<file path="config.mk">
export PLATFORM = sky130hd
export DESIGN_NAME = sdram_arbiter
export DESIGN_NICKNAME = d
export VERILOG_FILES = /design/src/rtl/sdram_arbiter.sv
export SDC_FILE = /design/constraint.sdc
export NUM_CORES = 1
export LEC_CHECK = 0
export ABC_CLOCK_PERIOD_IN_PS = 3060
export CORE_AREA = 5 5 163 165
export CTS_CLUSTER_DIAMETER = 150
export DETAILED_ROUTE_END_ITERATION = 12
export DIE_AREA = 0 0 168 170
export PLACE_DENSITY_LB_ADDON = 0.12
export RECOVER_POWER = 25
export SYNTH_ARGS = -nofsm -noshare
export SYNTH_HDL_FRONTEND = slang
export SYNTH_SLANG_ARGS = --single-unit
</file>
<file path="constraint.sdc">
create_clock -name i_clk -period 3.06 [get_ports i_clk]
set_input_delay 0.306 -clock i_clk [delete_from_list [all_inputs] [get_ports i_clk]]
set_output_delay 0.306 -clock i_clk [all_outputs]
set_load 0.05 [all_outputs]
</file>
<file path="src/rtl/sdram_arbiter.sv">
// Arbiter for the shared single-transaction SDRAM port: port 0 is urgent (audio),
// the others rotate round-robin, and a run counter stops port 0 from starving them.
module sdram_arbiter #(
  parameter int NUM_REQ        = 5,
  parameter int ADDR_W         = 23,
  parameter int DATA_W         = 32,
  parameter int MAX_URGENT_RUN = 4
) (
  input  logic                      i_clk,
  input  logic                      i_rst,
  input  logic [NUM_REQ-1:0]        req_read,
  input  logic [NUM_REQ-1:0]        req_write,
  input  logic [NUM_REQ*ADDR_W-1:0] req_addr,
  input  logic [NUM_REQ*DATA_W-1:0] req_writedata,
  output logic [DATA_W-1:0]         req_readdata,
  output logic [NUM_REQ-1:0]        req_finished,
  output logic [NUM_REQ-1:0]        grant,
  output logic                      busy,
  output logic                      proto_err,
  output logic                      sdram_read,
  output logic                      sdram_write,
  output logic [ADDR_W-1:0]         sdram_addr,
  output logic [DATA_W-1:0]         sdram_writedata,
  input  logic [DATA_W-1:0]         sdram_readdata,
  input  logic                      sdram_finished
);
  localparam int PTR_W = $clog2(NUM_REQ);
  localparam int CNT_W = $clog2(MAX_URGENT_RUN + 1);
  localparam logic [CNT_W-1:0] CNT_MAX  = CNT_W'(MAX_URGENT_RUN);
  localparam logic [PTR_W-1:0] PTR_LAST = PTR_W'(NUM_REQ - 1);

  typedef enum logic [1:0] {IDLE, BUSY, RELEASE} state_t;
  state_t state, state_nxt;

  logic [PTR_W-1:0]  rr_ptr, winner, cand_idx;
  logic [CNT_W-1:0]  urgent_cnt;
  logic [NUM_REQ-1:0] pending;
  logic              others, urgent_win, found;
  int                cand;

  logic [ADDR_W-1:0] addr_arr [NUM_REQ];
  logic [DATA_W-1:0] data_arr [NUM_REQ];

  for (genvar g = 0; g < NUM_REQ; g++) begin : g_unpack
    assign addr_arr[g] = req_addr[g*ADDR_W +: ADDR_W];
    assign data_arr[g] = req_writedata[g*DATA_W +: DATA_W];
  end

  assign pending    = req_read | req_write;
  assign others     = |pending[NUM_REQ-1:1];
  assign urgent_win = pending[0] && ((urgent_cnt < CNT_MAX) || !others);

  // Round-robin over 1..NUM_REQ-1 starting after rr_ptr; port 0 never enters the rotation.
  always_comb begin
    winner   = '0;
    found    = 1'b0;
    cand     = 0;
    cand_idx = '0;
    if (urgent_win) begin
      found = 1'b1;
    end else begin
      for (int k = 1; k < NUM_REQ; k++) begin
        cand = int'(rr_ptr) + k;
        if (cand > NUM_REQ - 1) cand = cand - (NUM_REQ - 1);
        cand_idx = PTR_W'(cand);
        if (!found && pending[cand_idx]) begin
          winner = cand_idx;
          found  = 1'b1;
        end
      end
    end
  end

  always_ff @(posedge i_clk or posedge i_rst) begin
    if (i_rst) state <= IDLE;
    else       state <= state_nxt;
  end

  always_comb begin
    state_nxt = state;
    case (state)
      IDLE:    if (found) state_nxt = BUSY;
      BUSY:    if (sdram_finished) state_nxt = RELEASE;
      RELEASE: state_nxt = IDLE;
      default: state_nxt = IDLE;
    endcase
  end

  always_ff @(posedge i_clk or posedge i_rst) begin
    if (i_rst) begin
      req_readdata    <= '0;
      req_finished    <= '0;
      grant           <= '0;
      busy            <= 1'b0;
      proto_err       <= 1'b0;
      sdram_read      <= 1'b0;
      sdram_write     <= 1'b0;
      sdram_addr      <= '0;
      sdram_writedata <= '0;
      rr_ptr          <= PTR_LAST;
      urgent_cnt      <= '0;
    end else begin
      req_finished <= '0;
      case (state)
        IDLE: if (found) begin
          sdram_addr      <= addr_arr[winner];
          sdram_writedata <= data_arr[winner];
          grant           <= NUM_REQ'(1) << winner;
          busy            <= 1'b1;
          sdram_write     <= req_write[winner];
          sdram_read      <= !req_write[winner];
          if (req_read[winner] && req_write[winner]) proto_err <= 1'b1;
          if (urgent_win) begin
            // The run only counts while someone else is actually waiting.
            if (!others)                  urgent_cnt <= '0;
            else if (urgent_cnt < CNT_MAX) urgent_cnt <= urgent_cnt + 1'b1;
          end else begin
            rr_ptr     <= winner;
            urgent_cnt <= '0;
          end
        end
        BUSY: if (sdram_finished) begin
          if (sdram_read) req_readdata <= sdram_readdata;
          req_finished <= grant;
          grant        <= '0;
          busy         <= 1'b0;
          sdram_read   <= 1'b0;
          sdram_write  <= 1'b0;
        end
        default: ;
      endcase
    end
  end
endmodule

</file>
==> results_dict.tcl <==
set metrics [dict create \
    hp-class "reg -> reg" \
    grt_antenna_before_repair 3 \
    syn_area_um2 6885 \
    cp-end-kind "flop" \
    skew_ns 0.009755 \
    critPathKind "reg -> reg" \
    fin_crit_ns 3.019 \
    clock_latency_ns 0.36 \
    synth_edf_count 0 \
    drt-initial-drc-count 349 \
    leakagePower_uw 0.005377 \
    tightest_slew_ns 1.600 \
    clk_pin_slew_worst_paths_ns 0.08 \
    max_slew_margin -0.06643 \
    port_buffers 420 \
    clockBufferDepth 2 \
    cts_sinks 109 \
    startpoint_type "flop" \
    ios 421 \
    netlist_top_cells_count "111 x mux2i_1, 108 x dfrtp_1, 88 x mux2_2" \
    violations "capacitance limit, slew limit" \
    ant_nets 0 \
    drt_first_pass_iters 4 \
    die_x_um 168 \
    place_area_um2 11990 \
    yosys-top-cells-area "dfrtp_1 39%, mux2i_1 16%, mux2_2 14%" \
    place_hpwl_um 23430 \
    yosysWarnings 0 \
    p_int_uw 7455 \
    ys_seq_area_frac 0.3963 \
    wl_per_cell_um 21.42 \
    yosys_most_used_dff "dfrtp_1" \
    rsz0062_at_grt "yes" \
    crit_fanout 7 \
    fillCellCount 2282 \
    initial_core_util 0.2766 \
    grt_max_degree 110 \
    dieArea_um2 28560 \
    switching_share 0.4752 \
    fin_nets 1452 \
    synth-seq-cells 109 \
    syn-instance-count 652 \
    drt-total-wl_um 31340 \
    core-area_um2 24890 \
    postLayoutCellArea_um2 13160 \
    place_inst 1422 \
    clockRootBuffer "clkbuf_16" \
    grt_pass1_vias 7370 \
    hold_viol_final 0 \
    worstPathArrival_ns 3.30 \
    p_total_uw 14210 \
    seqPwrFrac 0.181 \
    synthArstFlopShare 1.000 \
    grt_overflow 0 \
    maxCapViolCount 1 \
    synth.most_common_cell "mux2i_1" \
    drv_slew 110 \
    multi_input_area_um2 4355 \
    rows 58 \
    drive_gt1_frac 0.2615 \
    syn-num-nets 977 \
    drc 0 \
    ir_worst_vdd_mv 0.5125 \
    switchingPower_uw 6750 \
    grt_pass1_wl_um 44070 \
    yosysTopAreaCell "dfrtp_1" \
    p_comb_frac 0.730 \
    setup_slack_ns 0.04118 \
    cts_buffers 9 \
    power_frac_clock 0.089 \
    pwr_density_cell_nw_per_um2 1080 \
    r2r_slack_ns 0.04 \
    layout.area.seq_um2 2731 \
    via_count 7156 \
    htree_levels 3 \
    finalCritPeriodShare 0.9865 \
    gp_congestion 0.8451 \
    post_layout_nonfiller_instances 1463 \
    finalSetupViolations 0 \
    place_ws_ns -0.1986 \
    avgSynthCellArea_um2 10.56 \
    status "finished with violations" \
    die_height_um 170 \
    grt_use_total 0.2000 \
    cts_tree "done" \
    vias_per_cell 4.891 \
    area_delta_synth_final_pct 91.10 \
    cp_data_required_time_ns 3.34 \
    synth.top_cell.area_share 0.3925 \
    synthDistinctLibCells 58 \
    clock.fmax_ghz 0.3313 \
]
-- critical path, cell delays in order (launching register included) --
cell	delay, ns
dfrtp_2	0.49
ha_4	0.29
buf_4	0.14
a2111oi_4	0.34
nor3_4	0.06
o21a_2	0.16
o311ai_4	0.31
a21oi_4	0.10
buf_12	0.16
buf_12	0.12
clkbuf_16	0.15
buf_4	0.13
mux2i_1	0.11
mux2_2	0.27
o21ai_1	0.11
-- registers in the layout, summed over array words and instances, names as in the netlist --
signal and cells:
req_readdata 32, sdram_write 1, urgent_cnt 3, grant 5
sdram_writedata 32, rr_ptr 3, sdram_addr 23, state 2
proto_err 1, sdram_read 1, req_finished 5, busy 1
-- repair_timing --
action / CTS / global route
setup buffers: 6 / 11
resized for setup: 14 / 112
pin swaps: 6 / 15
endpoints found under the setup margin: 58 / 58
hold buffers: 0 / 0
cloned: 1 / 7
-- cells in the final DEF, fill, tap and decap left out, types with 20 or more instances in the layout --
cell type / synthesis / routed
o21ai_1: 57 / 36
a21oi_2: 1 / 22
mux2i_1: 111 / 99
buf_4: 7 / 57
and3_1: 55 / 53
mux2_2: 88 / 70
a21oi_1: 60 / 37
o21ai_2: 0 / 20
clkdlybuf4s50_1: 0 / 419
dfrtp_1: 108 / 106
mux2_4: 1 / 20
-- power by group through the flow --
| stage | registers (µW) | clock network (µW) | logic, µW |
|---|---|---|---|
| 6_report | 2580 | 1260 | 10400 |
| 3_3_place_gp | 2550 | 0 | 9100 |
| 2_1_floorplan | 4680 | 0 | 3470 |
| 5_1_grt | 2660 | 1350 | 10900 |
| 4_1_cts | 2540 | 1290 | 9440 |
| 3_5_place_dp | 2560 | 0 | 9140 |
-- per-stage QoR --
stage | hold slack [ns] | utilization | TNS [ns]
detailed placement | 0.4630 | 0.4816 | -7.581
CTS | 0.4810 | 0.5010 | 0
floorplan | 0.4133 | - | 0
global route | 0.5190 | 0.5286 | -0.8490
global placement | 0.4575 | 0.4816 | -9.708
finish | 0.4797 | 0.5286 | 0
-- path summary, 6_finish.rpt --
path,from,to,depth (start not counted)
min in group asynchronous,i_rst,req_readdata[28]$_DFFE_PP0P_,3
hold / removal,urgent_cnt[1]$_DFFE_PP0P_,urgent_cnt[1]$_DFFE_PP0P_,2
hold reg to reg,urgent_cnt[1]$_DFFE_PP0P_,urgent_cnt[1]$_DFFE_PP0P_,2
max in group asynchronous,i_rst,rr_ptr[1]$_DFFE_PP0P_,3
setup / recovery,rr_ptr[1]$_DFFE_PP0P_,sdram_addr[7]$_DFFE_PP0P_,14
setup reg to reg,rr_ptr[1]$_DFFE_PP0P_,sdram_addr[7]$_DFFE_PP0P_,14
-- kinds of logic after synthesis --
kind of cell	share of synthesized area
compound gates	0.1359
fa+ha+maj	0.009086
buf+inv	0.04470
flops	0.3963
mux	0.3124
simple gates	0.1016
-- per-layer routing --
metal	GRT usage	vias to the layer above	routed length (µm)
met2	0.3669	300	16410
met3	0.06132	46	2462
met5	0	-	27
met1	0.2219	3417	11640
met4	0.06246	4	800
li1	-	3389	-
-- layout make-up --
class	instances	share of cell area
repair buffers	515	0.4032
multi-input cells	483	0.3310
flip-flops and latches	109	0.2076
well taps	330	0.03138
clock buffers	9	0.01712
clock inverters	7	0.006276
inverters	9	0.003233
diodes	1	0.0001902
Note: power is estimated with default switching activity, not from simulation.
